## src/rtl/seq_shift_add_mult.sv

```systemverilog
// Sequential unsigned shift-and-add multiplier: one add/shift step per clock, 2*WIDTH-bit exact product.
// Optional MULT_ZERO_BYPASS_EN: a zero operand skips the iteration and completes in one cycle.
module seq_shift_add_mult #(
  parameter int WIDTH = 8
) (
  input  logic               clk,
  input  logic               rst,
  input  logic               start,
  input  logic [WIDTH-1:0]   i1,
  input  logic [WIDTH-1:0]   i2,
  output logic               busy,
  output logic               done,
  output logic [2*WIDTH-1:0] out
);

  localparam int CW = (WIDTH > 2) ? $clog2(WIDTH) : 1;

  typedef enum logic [1:0] {
    S_IDLE,
    S_RUN,
    S_DONE
  } state_t;

  state_t             r_state;
  state_t             w_state_next;
  logic [WIDTH-1:0]   r_a;
  logic [WIDTH-1:0]   r_p_hi;
  logic [WIDTH-1:0]   r_q;
  logic [CW-1:0]      r_count;
  logic [2*WIDTH-1:0] r_out;

  logic [WIDTH-1:0]   w_addend;
  logic [WIDTH:0]     w_sum;
  logic [2*WIDTH-1:0] w_shifted;
  logic               w_last;
  logic               w_zero_op;

  // Adder operands; bit WIDTH of w_sum is the adder's carry_out and is shifted in, never dropped.
  assign w_addend  = r_q[0] ? r_a : '0;
  assign w_sum     = {1'b0, r_p_hi} + {1'b0, w_addend};
  assign w_shifted = {w_sum, r_q[WIDTH-1:1]};
  assign w_last    = (r_count == CW'(WIDTH - 1));

`ifdef MULT_ZERO_BYPASS_EN
  assign w_zero_op = (i1 == '0) || (i2 == '0);
`else
  assign w_zero_op = 1'b0;
`endif

  always_comb begin
    w_state_next = r_state;
    case (r_state)
      S_IDLE: begin
        if (start) begin
          w_state_next = w_zero_op ? S_DONE : S_RUN;
        end
      end
      S_RUN: begin
        if (w_last) begin
          w_state_next = S_DONE;
        end
      end
      S_DONE:  w_state_next = S_IDLE;
      default: w_state_next = S_IDLE;
    endcase
  end

  always_ff @(posedge clk) begin
    if (rst) begin
      r_state <= S_IDLE;
      r_a     <= '0;
      r_p_hi  <= '0;
      r_q     <= '0;
      r_count <= '0;
      r_out   <= '0;
    end else begin
      r_state <= w_state_next;
      case (r_state)
        S_IDLE: begin
          if (start) begin
            r_a     <= i1;
            r_q     <= i2;
            r_p_hi  <= '0;
            r_count <= '0;
            if (w_zero_op) begin
              r_out <= '0;
            end
          end
        end
        S_RUN: begin
          {r_p_hi, r_q} <= w_shifted;
          r_count       <= r_count + CW'(1);
          // The product is published on the same edge as the final step.
          if (w_last) begin
            r_out <= w_shifted;
          end
        end
        default: begin
        end
      endcase
    end
  end

  assign busy = (r_state != S_IDLE);
  assign done = (r_state == S_DONE);
  assign out  = r_out;

endmodule

```

## config.mk

```make
export PLATFORM = sky130hd
export DESIGN_NAME = seq_shift_add_mult
export DESIGN_NICKNAME = d
export VERILOG_FILES = /design/src/rtl/seq_shift_add_mult.sv
export SDC_FILE = /design/constraint.sdc
export NUM_CORES = 1
export LEC_CHECK = 0
export ABC_AREA = 1
export ABC_CLOCK_PERIOD_IN_PS = 1900
export CAP_MARGIN = 20
export CELL_PAD_IN_SITES_DETAIL_PLACEMENT = 0
export CELL_PAD_IN_SITES_GLOBAL_PLACEMENT = 1
export CORE_MARGIN = 4
export CORE_UTILIZATION = 34
export DETAILED_ROUTE_END_ITERATION = 8
export GPL_TIMING_DRIVEN = 0
export PLACE_DENSITY = 0.73
export SLEW_MARGIN = 20
export SYNTH_ARGS = -nofsm -noshare
export SYNTH_HDL_FRONTEND = slang
export SYNTH_SLANG_ARGS = --single-unit
export TNS_END_PERCENT = 10
```

## constraint.sdc

```tcl
create_clock -name clk -period 1.9 [get_ports clk]
set_input_delay 0.19 -clock clk [delete_from_list [all_inputs] [get_ports clk]]
set_output_delay 0.19 -clock clk [all_outputs]
set_load 0.02 [all_outputs]
```

Word level (Yosys, flattened, before mapping)
Cells that the tools add are included.
Word-level totals
  flip-flop bits (word level): 45
  input bits: 19
  output and inout bits: 18
  word-level logic and storage cells: 30
Operators by class
  add/sub/neg operators: 2
  equal/unequal tests: 5
  multiplexer cells: 10
  reduce and logical (&&, ||, !) cells: 7
Operators with widths (number)
  $pmux W8 S2: 2
  $mux W8: 3
  $add A8 B8 Y9: 1
  $reduce_and A2 Y1: 4
  $pmux W3 S2: 1
  $mux W2: 2
  $ne A2 B2 Y1 const B: 2
  $pmux W2 S2: 1
  $reduce_bool A2 Y1: 2
  $add A3 B1 Y3 const B: 1
  $eq A3 B3 Y1 const B: 1
  $mux W3: 1
  $eq A2 B1 Y1 const B: 1
  $eq A2 B2 Y1 const B: 1
  $logic_not A2 Y1: 1

Depth between registers and ports, before layout
Gate-level depths: netlist of the first run.
  depth after elaboration: 3
  gate-level depth with buffers: 13
  gate-level depth less buffers: 12

Worst setup path after synthesis of the first run
No wires, ideal clock.
  path kind: flip-flop to flip-flop
  start point: reg r_q[0]
  end point: reg r_out[15] (netlist: out[15])
  setup time: 0.114 ns
  arrival time: 1.664 ns
  required time: 1.786 ns
  path slack: 0.123 ns
  cell stages (with the launch flop): 14
  path buffers: 1
  period minus slack after synthesis: 1.777 ns
  cell sequence: dfxtp_1 > clkbuf_1 > nand2_1 > inv_1 > ha_1 > fa_1 > nand2_1 > nand2_1 > nand3_1 > nand2_1 > nand2_1 > nand2_1 > o21bai_1 > inv_1
Between the ends
  cells in the longest elaborated chain, start to end: 2
RTL lines
  start, declared: RTL line 28  | logic [WIDTH-1:0] r_q;
  start signal, assigned: RTL line 82  | r_q <= i2;
  start signal, assigned: RTL line 91  | {r_p_hi, r_q} <= w_shifted;
  $mux W8: RTL line 39  | assign w_addend = r_q[0] ? r_a : '0;
  $add A8 B8 Y9: RTL line 40  | assign w_sum = {1'b0, r_p_hi} + {1'b0, w_addend};
  end signal, assigned: RTL line 95  | r_out <= w_shifted;
  end, declared: RTL line 30  | logic [2*WIDTH-1:0] r_out;
Every way passes these cells.
A chain may end at the register's enable or synchronous reset.

Final worst setup path of the first run
  start point: reg r_q[0]
  end point: reg r_p_hi[3]
Between the ends
  cells in the longest elaborated chain, start to end: 3
RTL lines
  $mux W8: RTL line 39
  $add A8 B8 Y9: RTL line 40
  $pmux W8 S2: RTL line 78  | case (r_state)
  end signal, assigned: RTL line 91
  end, declared: RTL line 27  | logic [WIDTH-1:0] r_p_hi;
Every way passes these cells.

==> results of run 1 <==
-- cell usage in the layout, fill, tap and decap left out, types with 2 or more instances in the layout --
cell	instances
nand2_1	69
dfxtp_1	44
inv_1	37
clkdlybuf4s50_1	36
a21oi_1	25
nor2_1	21
o21ai_0	18
o21ai_1	18
nand3_1	16
ha_1	8
clkbuf_8	7
inv_2	5
buf_2	4
nand2_2	3
clkbuf_1	3
o21bai_1	3
buf_6	2
o21a_1	2
-- critical path: stages, from the launching register on --
cell and delay, ps:
dfxtp_4 370, buf_2 150, nand2_1 60, inv_1 60, fa_2 380, nand2_1 90
nand2_2 70, nand2_2 80, xor2_2 190, nand2_1 100, a21oi_2 110
-- cells by family (layout without fill, tap and decap cells) --
| family | after synthesis | after routing | share of synthesized area (%) |
|---|---|---|---|
| AOI/OAI and AO/OA | 69 | 69 | 16.84 |
| xor gates and xnor gates | 2 | 2 | 0.8160 |
| adders and majority gates | 11 | 11 | 6.760 |
| buffers and inverters | 54 | 98 | 10.61 |
| DFF | 45 | 45 | 41.96 |
| and+or+nand+nor | 115 | 115 | 23.02 |
-- cells in the mapped netlist --
| library cell | n | area share [%] |
|---|---|---|
| fa_1 | 1 | 0.93 |
| buf_4 | 1 | 0.35 |
| nor2_8 | 1 | 0.93 |
| a31oi_1 | 1 | 0.29 |
| buf_1 | 1 | 0.17 |
| nand3b_1 | 1 | 0.35 |
| nand2_1 | 71 | 12 |
| xor2_1 | 2 | 0.82 |
| nor2_2 | 1 | 0.29 |
| o21ai_0 | 18 | 4.2 |
| buf_2 | 3 | 0.70 |
| inv_2 | 5 | 0.87 |
| nor2_1 | 21 | 3.7 |
| nand2_2 | 1 | 0.29 |
| o21a_1 | 2 | 0.70 |
| clkbuf_1 | 4 | 0.70 |
| o21bai_1 | 3 | 1.0 |
| a21oi_1 | 26 | 6.1 |
| o211ai_1 | 1 | 0.35 |
| nand3_1 | 17 | 4.0 |
| o21ai_1 | 18 | 4.2 |
| inv_4 | 1 | 0.29 |
| inv_1 | 37 | 6.5 |
| dfxtp_1 | 45 | 42 |
| buf_6 | 2 | 1.0 |
| nand3_4 | 1 | 0.82 |
| or2_1 | 1 | 0.29 |
| ha_1 | 10 | 5.8 |
-- power groups by stage --
stage / clock, mW / sequential [mW] / combinational, mW
3_3_place_gp: 0 / 1.02 / 0.258
4_1_cts: 0.708 / 1.01 / 0.253
2_1_floorplan: 0 / 1.02 / 0.166
5_1_grt: 0.748 / 1.01 / 0.290
3_5_place_dp: 0 / 1.02 / 0.257
6_report: 0.680 / 1.00 / 0.257
-- flip-flops by register name, summed over array words and instances (netlist names) --
| signal | flops |
|---|---|
| r_count | 3 |
| r_q | 8 |
| out | 16 |
| r_state | 2 |
| r_a | 8 |
| r_p_hi | 8 |
-- how the worst max path moves through the flow --
| stage | start | endpoint | depth (start not counted) |
|---|---|---|---|
| 2_1_floorplan | r_q[0] | out[15] | 13 |
| 3_3_place_gp | r_q[0] | r_p_hi[3] | 11 |
| 3_5_place_dp | r_q[0] | r_p_hi[3] | 11 |
| 4_1_cts | r_q[0] | out[13] | 12 |
| 5_1_grt | r_q[0] | out[13] | 12 |
| 6_report | r_q[0] | r_p_hi[3] | 10 |
-- timing repair --
action	CTS	global route
endpoints found under the setup margin	7	5
pin swaps	0	1
setup buffers	0	1
gates resized for setup	2	9
-- routing by layer --
metal,routed length [um],global-route usage [%]
met2,2236,21.78
met1,2768,20.59
met4,85,5.858
met5,0,0
met3,148,3.784
-- through the flow --
step | utilization, % | setup slack (ps) | total power [mW] | setup TNS (ps) | area, um2
6_report | 45.64 | 174.9 | 1.940 | 0 | 2750
5_1_grt | 45.64 | 15.32 | 2.047 | 0 | 2750
4_1_cts | 45.00 | 28.81 | 1.966 | 0 | 2711
3_5_place_dp | 43.17 | -162.6 | 1.278 | -667.2 | 2601
3_3_place_gp | 43.17 | -162.6 | 1.278 | -682.6 | 2601
2_1_floorplan | - | 122.6 | 1.183 | 0 | 2147
-- final cells by class --
| type | instances | area, um2 | area share (%) |
|---|---|---|---|
| plain buffers | 10 | 60.06 | 2.184 |
| multi-input cells | 197 | 1057 | 38.44 |
| clock inverters | 1 | 8.758 | 0.3185 |
| inverters | 43 | 163.9 | 5.960 |
| repair buffers | 37 | 365.4 | 13.28 |
| flip-flops and latches | 45 | 904.6 | 32.89 |
| well taps | 75 | 93.84 | 3.412 |
| clock buffers | 7 | 96.34 | 3.503 |
==> metrics.txt, run 1 <==
status finished, final reports clean; Critical Path Fanout Max 6; CTS Root Cell clkbuf_8; Comb power frac 13.2%; Worst-Margin Slew 568.5 ps; cts hold-fix bufs 0; Mapped Area 2147 um2; Area growth syn-to-layout 28.09%; Reg clk slew, reported paths 90 ps; DR iter-0 viols 69; GRT overflow 0; Filler cells 660; clock buffer depth 2; die area 7650 um2; DRT Pass-1 Iters 5; P_int 1.425 mW; sequential share of the synthesized area 41.96%; Final setup viols 0; first-pass GRT wire length 8.631 mm; # diodes 0; worst hold path class reg2reg; Detailed Route WL 5.238 mm; CP Launch Type register; pwr dens 705.5 nW/um2; worst-case clock skew 5.322 ps; Final min period 1725 ps; Starting Density 35.63%; distinct cell type count after synthesis 28; Reg-to-Reg Start r_q[0]; Detail Route Antenna Nets 0; Layout Cells excl Fill 415; Reg2Reg Setup Slack 170 ps; clock group share of total power 35.1%; CTS tree yes; CP Class reg2reg; Syn Area/Cell 7.254 um2; HP Start r_count[0]; clock latency on the worst-skew pair 300 ps; DRC viols 0; # nets final 369; Rows 28; sequential share of power 51.7%; FF-to-FF path depth 10; terminus of the critical flop-to-flop path r_p_hi[3]; Static Leakage 1.251 nW; Switching Fraction 26.57%; CTS Buf Count 5; port bufs 36; die height 87.47 um; Tcrit/Tclk final 90.79%; CTS H-tree lvls 2; number of antenna violations at the first check in global routing 0; Final Hold Fails 0; warnings from Yosys 0; Top Ports 37; final slew viol count 0; Post-Syn Nets 326; routed vias/inst 4.600; clk sinks 45; vias in the first global route 1809; placed cells 407; P_sw 0.5156 mW; Critical Path RT 2140 ps; Worst Path Arrival 1970 ps; largest net degree at the start of global routing 15; Worst Hold Depth 1; Slew headroom 62.10%; GPL Wtd Cong 0.8089; RSZ-0062 raised after global routing false; Max Fclk 0.5797 GHz; Setup crit end kind register; hold endpoint r_count[0]; Gate Count Post-Synth 296; total track usage 14.82%; share of layout cells above drive strength 1 10.00%; WL/cell 12.62 um; worst vdd ir 0.0003704 V; DPL Wire Length 3.790 mm; Hold Slack 472.5 ps; #FFs+latches synth 45; Core ar. 6026 um2; die width 87.47 um; via count 1909; max-cap viol count 0
(Power assumes the default switching activity.)
==> run 2, diff against run 1 <==
Settings changed: SETUP_SLACK_MARGIN from default to 0.2.
==> metrics.txt, run 2 (synthesis gave the netlist of run 1 again) <==
most common cell after layout, fill and taps aside nand2_1; # diodes 0 (unchanged); CTS Root Cell clkbuf_8; clock buffer depth 2 (unchanged); die width 87.47 um (unchanged); RSZ-0062 raised after global routing true; Reg clk slew, reported paths 80 ps (about the same); DPL Wire Length 3.838 mm (+1.3%); Worst Path Arrival 1910 ps (-60 ps); max reg flops 16 (unchanged); DRC viols 0 (unchanged); hold endpoint r_count[0]; Met3 Routed Length 176 um (+19%); first-pass GRT wire length 8.783 mm (+1.8%); status finished, final reports clean; worst vdd ir 0.0004743 V (+28%); DRT Pass-1 Iters 4 (-1); Area growth syn-to-layout 30.54%; worst-case clock skew 1.654 ps (-3.668 ps); Critical Path Fanout Max 8 (+2); largest net degree at the start of global routing 14 (-1); GRT overflow 0 (unchanged); via count 1924 (+0.79%); pwr dens 675.1 nW/um2 (-4.3%); Final min period 1712 ps (-13.25 ps); setup ws final 188.2 ps (+13.25 ps); Starting Density 35.63% (unchanged); total track usage 14.98% (+0.16 points); max-cap viol count 0 (unchanged); clock latency on the worst-skew pair 300 ps (about the same); terminus of the critical flop-to-flop path out[13]; Max Fclk 0.5842 GHz (+0.77%); Detailed Route WL 5.262 mm (+0.46%); Detail Route Antenna Nets 0 (unchanged); routed vias/inst 4.614 (+0.30%); CTS Buf Count 5 (unchanged); Worst Hold Depth 1 (unchanged); Slew headroom 66.32% (+4.2 points); Filler cells 649 (-1.7%); DR iter-0 viols 69 (unchanged); clk sinks 45 (unchanged); top sig layer met4; Hold Slack 467.9 ps (-4.618 ps); vias in the first global route 1833 (+1.3%); number of antenna violations at the first check in global routing 0 (unchanged); Setup crit end kind register; Worst-Margin Slew 505.2 ps (-63.34 ps); Static Leakage 1.261 nW (+0.83%); die height 87.47 um (unchanged); Top Ports 37 (unchanged); GPL Wtd Cong 0.7647 (-5.5%); FF-to-FF path depth 13 (+3); Rows 28 (unchanged); port bufs 36 (unchanged); die area 7650 um2 (unchanged); CP Class reg2reg; CP Launch Type register; M1 WL 2.693 mm (-2.7%); Core ar. 6026 um2 (unchanged); Util after Layout 46.51% (+0.87 points); met2 WL 2.329 mm (+4.2%); pre-CTS setup slack -32.73 ps (+129.9 ps); Fin Setup TNS 0 ps (unchanged); Final setup viols 0 (unchanged); WL/cell 12.62 um (about the same); final slew viol count 0 (unchanged); Critical Path RT 2100 ps (-40 ps); share of layout cells above drive strength 1 13.45% (+3.5 points); worst hold path class reg2reg; Reg-to-Reg Start r_q[0]; # nets final 372 (+0.81%); CTS H-tree lvls 2 (unchanged); Reg2Reg Setup Slack 190 ps (about the same); HP Start r_count[0]; Final Hold Fails 0 (unchanged); Tcrit/Tclk final 90.10% (-0.70 points); CTS tree yes; commonest cells after routing, fill and taps aside nand2_1 (62), dfxtp_1 (44), inv_1 (36), clkdlybuf4s50_1 (36), a21oi_1 (25)
[run 2: worst max-delay path, stage by stage, from the launching register on]
cell and delay [ps]:
dfxtp_2 330, buf_8 130, nand2_4 50, inv_2 40, ha_4 150, fa_2 350
nand2_2 70, nand2_2 60, nand3_2 80, nand2_2 70, nand2_2 70, nand2_2 60
o21bai_1 120, inv_1 50
[run 2: cell type report]
cell class                 count  area (um2)  area share, %
multi-input combinational    197        1095          39.06
sequential                    45       902.1          32.19
timing repair buffer          39       382.9          13.66
inverter                      43       163.9          5.848
tap                           75       93.84          3.348
clock buffer                   6       82.58          2.946
buffer                        11       75.07          2.679
clock inverter                 1       7.507         0.2679
[run 2: routing by layer]
layer,vias up,global-route usage (%)
li1,1034,-
met1,859,20.94
met2,27,22.53
met3,4,3.784
met4,0,4.603
met5,-,0
[run 2: worst max path at each step]
stage	slack, ps	endpoint	startpoint
floorplan	200	out[15]	r_q[0]
global placement	-30	r_p_hi[3]	r_q[0]
detailed placement	-30	r_p_hi[3]	r_q[0]
CTS	110	out[15]	r_q[0]
global route	80	out[15]	r_q[0]
finish	190	out[13]	r_q[0]
[run 2: timing repair]
item                       4_1_cts  5_1_grt
hold buffers                     0        0
pin swaps                        6        4
setup endpoints to repair       12       16
setup buffers                    3        0
gates resized for setup         13       10
[run 2: stage by stage]
stage	power (mW)	std cells	area [um2]
floorplan	1.184	296	2151
global placement	1.279	407	2605
detailed placement	1.280	407	2605
CTS	1.914	417	2765
global route	2.008	417	2803
finish	1.892	417	2803
[run 2: power breakdown]
part	total, mW	switching (mW)	internal [mW]
clock	0.619	0.331	0.288
sequential	1.00	0.0190	0.983
combinational	0.271	0.156	0.115
total	1.89	0.506	1.39
==> run 3, diff against run 2 <==
Settings changed: CELL_PAD_IN_SITES_DETAIL_PLACEMENT 0 to default, CELL_PAD_IN_SITES_GLOBAL_PLACEMENT 1 to default, CORE_UTILIZATION 34 to 47.
==> metrics.txt, run 3 (synthesis gave the netlist of run 1 again) <==
die area 5714 um2 (-25%); hold endpoint out[9]; DR iter-0 viols 104 (+51%); FF-to-FF path depth 13 (unchanged); Worst Path Arrival 1940 ps (+30 ps); Setup crit end kind register; number of cells on the critical path 13 (unchanged); CP dominant cell by count nand2_2; max-cap viol count 0 (unchanged); Slowest cell on crit path fa_2; worst vdd ir 0.0004062 V (-14%); clock latency on the worst-skew pair 310 ps (about the same); Tcrit/Tclk final 91.23% (+1.1 points); Max Fclk 0.5769 GHz (-1.2%); clock group share of total power 36.5% (+3.8 points); Worst Hold Depth 2 (+1); CTS Buf Count 5 (unchanged); Filler cells 411 (-37%); largest net degree at the start of global routing 15 (+1); Starting Density 48.97% (+13 points); Rows 24 (-14%); GRT overflow 0 (unchanged); die width 75.59 um (-14%); Reg2Reg Setup Slack 170 ps (-20 ps); # nets final 373 (+0.27%); DPL Wire Length 3.519 mm (-8.3%); cell area after layout 2795 um2 (-0.27%); HP Start out[9]; Final min period 1733 ps (+21.53 ps); GPL Wtd Cong 0.8552 (+12%); GR Util met3 3.694% (-0.090 points); Fin Setup TNS 0 ps (unchanged); Reg-to-Reg Start r_q[0]; Layout Cells excl Fill 396 (-5.0%); pwr dens 714.6 nW/um2 (+5.8%); Slew headroom 66.47% (+0.15 points); via count 1978 (+2.8%); Comb power frac 13.4% (-0.9 points); met1 global-route usage 23.28% (+2.3 points); CP delay by family, top adder cells; most common cell after layout, fill and taps aside nand2_1; Static Leakage 1.272 nW (+0.85%); Critical Path RT 2100 ps (about the same); Core ar. 4384 um2 (-27%); WL/cell 12.14 um (-3.8%); CP Launch Type register; total track usage 18.20% (+3.2 points); Buf/Inv on CP 3 (unchanged); CTS tree yes; CTS Root Cell clkbuf_8; Worst-Margin Slew 502.9 ps (-2.241 ps); CP Class reg2reg; vias in the first global route 1802 (-1.7%); DRC viols 0 (unchanged); Detail Route Antenna Nets 0 (unchanged); final slew viol count 0 (unchanged); commonest cells after routing, fill and taps aside nand2_1 (66), dfxtp_1 (44), inv_1 (36), clkdlybuf4s50_1 (36), a21oi_1 (25); # diodes 0 (unchanged); placed cells 384 (-5.7%); Sequential Area 902.1 um2 (unchanged); Reg clk slew, reported paths 90 ps (about the same); Area growth syn-to-layout 30.19%; Switching Fraction 25.29% (-1.5 points); die height 75.59 um (-14%); clk sinks 45 (unchanged); Multi-input gate area 1087 um2 (-0.69%); number of antenna violations at the first check in global routing 0 (unchanged); P_int 1.492 mW (+7.7%); Cell Area, Placed 2576 um2 (-1.1%); Top Ports 37 (unchanged); CTS H-tree lvls 2 (unchanged); sequential share of power 50.1% (-2.8 points); GRT busiest layer met2; clock buffer depth 2 (unchanged); Final Hold Fails 0 (unchanged); Critical Path Fanout Max 7 (-1); first-pass GRT wire length 7.831 mm (-11%); critical path, cell by cell buf_8 -> nand2_2 -> inv_2 -> ha_4 -> fa_2 -> nand2_2 -> nand2_2 -> nand3_2 -> nand2_2 -> nand2_1 -> nand2_1 -> o21bai_1 -> inv_1; status finished, final reports clean; DRT Pass-1 Iters 4 (unchanged); terminus of the critical flop-to-flop path out[15]; port bufs 36 (unchanged); routed vias/inst 4.995 (+8.3%); P_sw 0.5052 mW (-0.24%); Detailed Route WL 4.808 mm (-8.6%); Final setup viols 0 (unchanged); share of layout cells above drive strength 1 12.21% (-1.2 points); cts hold-fix bufs 0 (unchanged); CP max stage delay 350 ps (about the same); max reg flops 16 (unchanged); worst hold path class reg2reg; Global Route met2 Usage 29.91% (+7.4 points); worst-case clock skew 8.792 ps (+7.138 ps); RSZ-0062 raised after global routing true
==> run 3: final cells by class <==
type | instances | share of cell area [%]
tap | 52 | 2.328
sequential | 45 | 32.27
clock inverter | 2 | 1.388
multi-input combinational | 197 | 38.90
inverter | 43 | 5.864
buffer | 11 | 2.686
timing repair buffer | 40 | 13.97
clock buffer | 6 | 2.596
==> run 3: worst reg2reg max path: stages (launching register included) <==
cell and delay (ps):
dfxtp_2 340, buf_8 130, nand2_2 50, inv_2 40, ha_4 150, fa_2 350
nand2_2 70, nand2_2 60, nand3_2 80, nand2_2 60, nand2_1 70, nand2_1 60
o21bai_1 130, inv_1 40
==> run 3: layer usage <==
layer / vias up / part of all wire [%]
li1: 1040 / -
met1: 877 / 44
met2: 54 / 48
met3: 7 / 6.4
met4: 0 / 1.7
met5: - / 0
==> run 3: how the worst max path moves through the flow <==
stage | from | slack, ps | to
finish | r_q[0] | 170 | out[15]
global route | r_q[0] | 20 | out[15]
CTS | r_q[0] | 110 | out[13]
detailed placement | r_q[0] | -20 | out[13]
global placement | r_q[0] | 3 | out[15]
floorplan | r_q[0] | 200 | out[15]
==> run 3: power by group through the flow <==
stage	clock network, mW	logic, mW	registers [mW]
final	0.729	0.267	1.00
after detailed placement	0	0.252	1.02
after global routing	0.774	0.300	1.01
after CTS	0.740	0.265	1.00
after floorplan	0	0.167	1.02
after global placement	0	0.249	1.02
==> run 3: stage by stage <==
step	util (%)	total power, mW	setup slack (ps)	hold slack (ps)
floorplan	-	1.184	203.8	259.1
global placement	58.76	1.269	3.470	450.0
detailed placement	58.76	1.273	-24.62	458.8
CTS	63.27	2.005	111.5	472.9
global route	63.76	2.080	23.48	493.4
finish	63.76	1.997	166.7	469.6
==> run 3: what timing repair did <==
action / CTS / global route
pin swaps: 7 / 5
buffers inserted: 3 / 1
hold endpoints to repair: 0 / 0
gates resized for setup: 15 / 2
endpoints found under the setup margin: 14 / 14
==> RTL edit 1: new RTL, settings of run 3 <==
Build with the macro `MULT_ZERO_BYPASS_EN` defined.
--- a/src/rtl/seq_shift_add_mult.sv
+++ b/src/rtl/seq_shift_add_mult.sv
@@ -1,4 +1,6 @@
 // Sequential unsigned shift-and-add multiplier: one add/shift step per clock, 2*WIDTH-bit exact product.
 // Optional MULT_ZERO_BYPASS_EN: a zero operand skips the iteration and completes in one cycle.
+`define MULT_ZERO_BYPASS_EN
+
 module seq_shift_add_mult #(
   parameter int WIDTH = 8
Behaviour: not the same (a bounded check fails within 4 cycles, from zero or initial values and one cycle with rst high).
==> RTL edit 1 against run 3 <==
Setup slack worse by 0.0093 ns. Clock skew decreased by 0.0022 ns. Total power is 9.7% higher. Sequential share of layout area shrank 2.0 points. Core utilization fell by 1.1 points. Clock power up 3.4%. Largest power group unchanged. Via count up 9.7%. Area after synthesis rose by 7.5%. Cell area grew 6.6%. Worst hold slack worse by 0.015 ns. Wire length rose by 16%. Sequential cell count unchanged.
==> RTL edit 1: results <==
metrics = {
    "drt": {
        "drt-initial-drc-count": 84,
        "wirelength_um": 5556,
        "drt_pass1_iterations": 5,
        "viasPerCell": 4.738,
    },
    "logic_synthesis": {
        "ys_seq_area_share_pct": 39.02,
        "synth_fa_ha_area_share_pct": 6.287,
        "yosysUniqueCellTypes": 27,
        "synth-compound-area-share_pct": 12.74,
        "synth_common_cells": "nand2_1, inv_1, nor2_1",
        "syn_area_per_cell_um2": 6.691,
        "synth_nets": 375,
    },
    "global_routing": {
        "grt_pass1_wl_um": 8963,
        "grtUsageTotal_pct": 18.50,
        "use_met1_pct": 22.70,
        "grt_pass1_vias": 1994,
    },
    "worst_hold_path": {
        "hold_path_depth": 3,
        "min_from": "i1[5]",
    },
    "cells_and_area": {
        "fillers": 450,
        "post_route_cells_drive_above_1_share_pct": 12.79,
        "nNetsFinal": 420,
    },
    "worst_setup_path": {
        "reg2regPathDepth": 12,
        "crit_path_max_fanout": 5,
    },
    "placement": {
        "dp_cells": 448,
        "pre_cts_ws_ns": 0.02728,
        "hpwl_um": 4039,
    },
    "timing": {
        "worstMarginPinSlew_ns": 0.6168,
        "holdWs_ns": 0.4547,
    },
    "clocking": {
        "cts_resized": 16,
    },
    "outcome": {
        "status": "finished, final reports clean",
    },
}
RTL edit 1: final cells by class:
class	count	share of cell area, %
Multi-Input combinational cell	231	40.22
Sequential cell	45	30.27
Timing Repair Buffer	38	12.59
Inverter	58	7.473
Clock buffer	7	2.897
Tap cell	67	2.813
Buffer	11	2.729
Clock inverter	1	1.008
RTL edit 1: power by group:
group          switching, mW  internal, mW  total [mW]  leakage [nW]
Sequential            0.0314          1.00        1.03         0.368
Combinational          0.233         0.172       0.404          1.06
Clock                  0.325         0.429       0.754        0.0585
RTL edit 1: worst max-delay path: cells and delay by family (launching register included):
family                   cells  cell delay, ns
adder cells (fa/ha/maj)      2            0.51
AND/OR/NAND/NOR              6            0.39
flip-flops                   1            0.34
buffers and inverters        3            0.30
AO/OA/AOI/OAI                1            0.08
RTL edit 1: per-layer routing:
layer  vias up  share of wire, %
met5         -                 0
met4         0               2.6
met3        13               5.7
met2        58                49
met1       951                43
li1       1148                 -
==> RTL edit 2: new RTL, settings of run 3 <==
Without the edit above. Register the input `start` before use, without a reset. The logic sees it one clock later. The other inputs are not delayed to match.
--- a/src/rtl/seq_shift_add_mult.sv
+++ b/src/rtl/seq_shift_add_mult.sv
@@ -21,4 +21,10 @@
     S_DONE
   } state_t;
+
+  logic start_q;
+
+  always_ff @(posedge clk) begin
+    start_q <= start;
+  end
 
   state_t             r_state;
@@ -52,5 +58,5 @@
     case (r_state)
       S_IDLE: begin
-        if (start) begin
+        if (start_q) begin
           w_state_next = w_zero_op ? S_DONE : S_RUN;
         end
@@ -78,5 +84,5 @@
       case (r_state)
         S_IDLE: begin
-          if (start) begin
+          if (start_q) begin
             r_a     <= i1;
             r_q     <= i2;
Formal check against the unedited RTL: not equivalent (Yosys sat finds a counterexample within 4 cycles, from zero or initial values and one cycle with rst high).
==> RTL edit 2 against run 3 <==
Die area increased by 0.82%. Wire length increased by 2.3%. Global-route usage decreased by 1.0 points. Setup slack improved by 0.0010 ns. Sequential cell count increased by 1. Cell area about the same. Total power decreased by 3.7%. Area after synthesis increased by 0.93%. Largest power group unchanged. Highest routed layer unchanged.
==> RTL edit 2: results <==
metrics = {
    "placement": {
        "port_buffers": 36,
        "place_congestion": 0.8529,
        "dp_cells": 385,
        "hpwl_um": 3440,
    },
    "timing": {
        "clock_skew_ns": 0.008156,
        "max_slew_margin_pct": 65.12,
    },
    "worst_hold_path": {
        "min_from": "start",
        "holdCritPathClass": "input pin to flip-flop",
        "hold_path_depth": 1,
    },
    "cells_and_area": {
        "fillers": 412,
        "antennaDiodeCount": 0,
        "largest_reg_flops": 16,
        "post_route_cells_drive_above_1_share_pct": 11.92,
        "nNetsFinal": 373,
    },
    "logic_synthesis": {
        "yosysTopAreaCell": "dfxtp_1",
        "synth_area_leaders": "dfxtp_1, nand2_1, inv_1",
        "ys.warnings.count": 0,
        "ys_seq_area_share_pct": 42.49,
        "yosysUniqueCellTypes": 28,
        "synthArstFlopShare_pct": 0,
        "syn_area_per_cell_um2": 7.297,
        "synth_nets": 327,
        "synth_common_cells": "nand2_1, dfxtp_1, inv_1",
    },
    "global_routing": {
        "grt_max_degree": 17,
        "grt_pass1_vias": 1851,
        "grtUsageTotal_pct": 17.16,
        "grt_overflow": 0,
        "antenna_found_initial": 0,
        "grt_pass1_wl_um": 8293,
    },
    "drt": {
        "viasPerCell": 4.960,
        "wirelength_um": 4920,
        "drt_pass1_iterations": 4,
        "wl_per_cell_um": 12.42,
        "drt-initial-drc-count": 117,
    },
    "clocking": {
        "insertion_delay_ns": 0.31,
        "clockBufferDepth": 2,
        "cts-htree-levels": 2,
        "clkTransAtPathRegs_ns": 0.09,
        "root_buffer": "clkbuf_8",
    },
    "worst_setup_path": {
        "worst_path_max_delay_cell": "fa_2",
        "reg2regPathDepth": 13,
        "worst_setup_path_start_kind": "flip-flop",
        "cpPeakStageDelay_ns": 0.36,
        "r2r_start": "r_q[0]$_SDFFE_PP0P_",
        "critical_path_arrival_ns": 1.94,
        "crit_path_max_fanout": 5,
    },
    "power_and_ir_drop": {
        "ir_drop_mv": 0.4440,
        "total_leakage_power_nw": 1.268,
    },
    "outcome": {
        "status": "finished, final reports clean",
    },
}
## RTL edit 2: metrics by stage
stage	utilization (%)	power, mW	cell area [um2]	setup WS, ns
after floorplan	-	1.208	2171	0.2038
after global placement	58.82	1.291	2596	0.02673
after CTS	62.44	1.933	2756	0.1177
after detailed placement	58.82	1.297	2596	0.01860
after global routing	63.29	2.021	2794	0.02383
final	63.29	1.924	2794	0.1677
## RTL edit 2: layer usage
metal	GRT usage, %	vias up	wire, um
met1	22.36	878	2294
li1	-	1037	-
met2	27.74	44	2268
met4	5.694	0	67
met3	4.028	5	290
met5	0	-	0
## RTL edit 2: cells by family (layout without fill, tap and decap cells)
| kind of cell | after synthesis | count (layout) | share of synthesized area [%] |
|---|---|---|---|
| buffers and inverters | 54 | 101 | 10.51 |
| and+or+nand+nor | 115 | 115 | 22.81 |
| DFF | 46 | 46 | 42.49 |
| xor gates and xnor gates | 2 | 2 | 0.8085 |
| adders and majority gates | 11 | 11 | 6.697 |
| AOI/OAI and AO/OA | 69 | 69 | 16.69 |
## RTL edit 2: worst max-delay path: cells and delay by family, from the launching register on
kind,cells,cell delay (ns)
adder cells (fa/ha/maj),2,0.51
AND/OR/NAND/NOR,7,0.45
flip-flops,1,0.34
buffers and inverters,3,0.20
AO/OA/AOI/OAI,1,0.13
## RTL edit 2: final timing paths
path | to | slack [ns]
max | out[13]$_SDFFE_PP0P_ | 0.17
min reg2reg | r_p_hi[2]$_SDFFE_PP0P_ | 0.47
min | start_q$_DFF_P_ | 0.32
max reg2reg | out[13]$_SDFFE_PP0P_ | 0.17
## RTL edit 2: area by class of cell
cell class              count  share of cell area, %
repair buffers             39                  13.70
inverters                  43                  5.956
well taps                  52                  2.329
clock buffers               5                  2.463
clock inverters             3                 0.8509
multi-input cells         197                  39.01
flip-flops and latches     46                  33.00
plain buffers              11                  2.687
## RTL edit 2: report_power, final
group	internal (mW)	total, mW	switching, mW	leakage (nW)
combinational	0.117	0.272	0.155	0.852
sequential	1.00	1.03	0.0209	0.376
clock	0.263	0.626	0.362	0.0408
total	1.39	1.92	0.538	1.27
## RTL edit 2: timing repair
item | 4_1_cts | 5_1_grt
gates cloned | 1 | 0
setup buffers | 2 | 0
setup endpoints to repair | 12 | 15
resized for setup | 12 | 6
pin swaps | 5 | 5
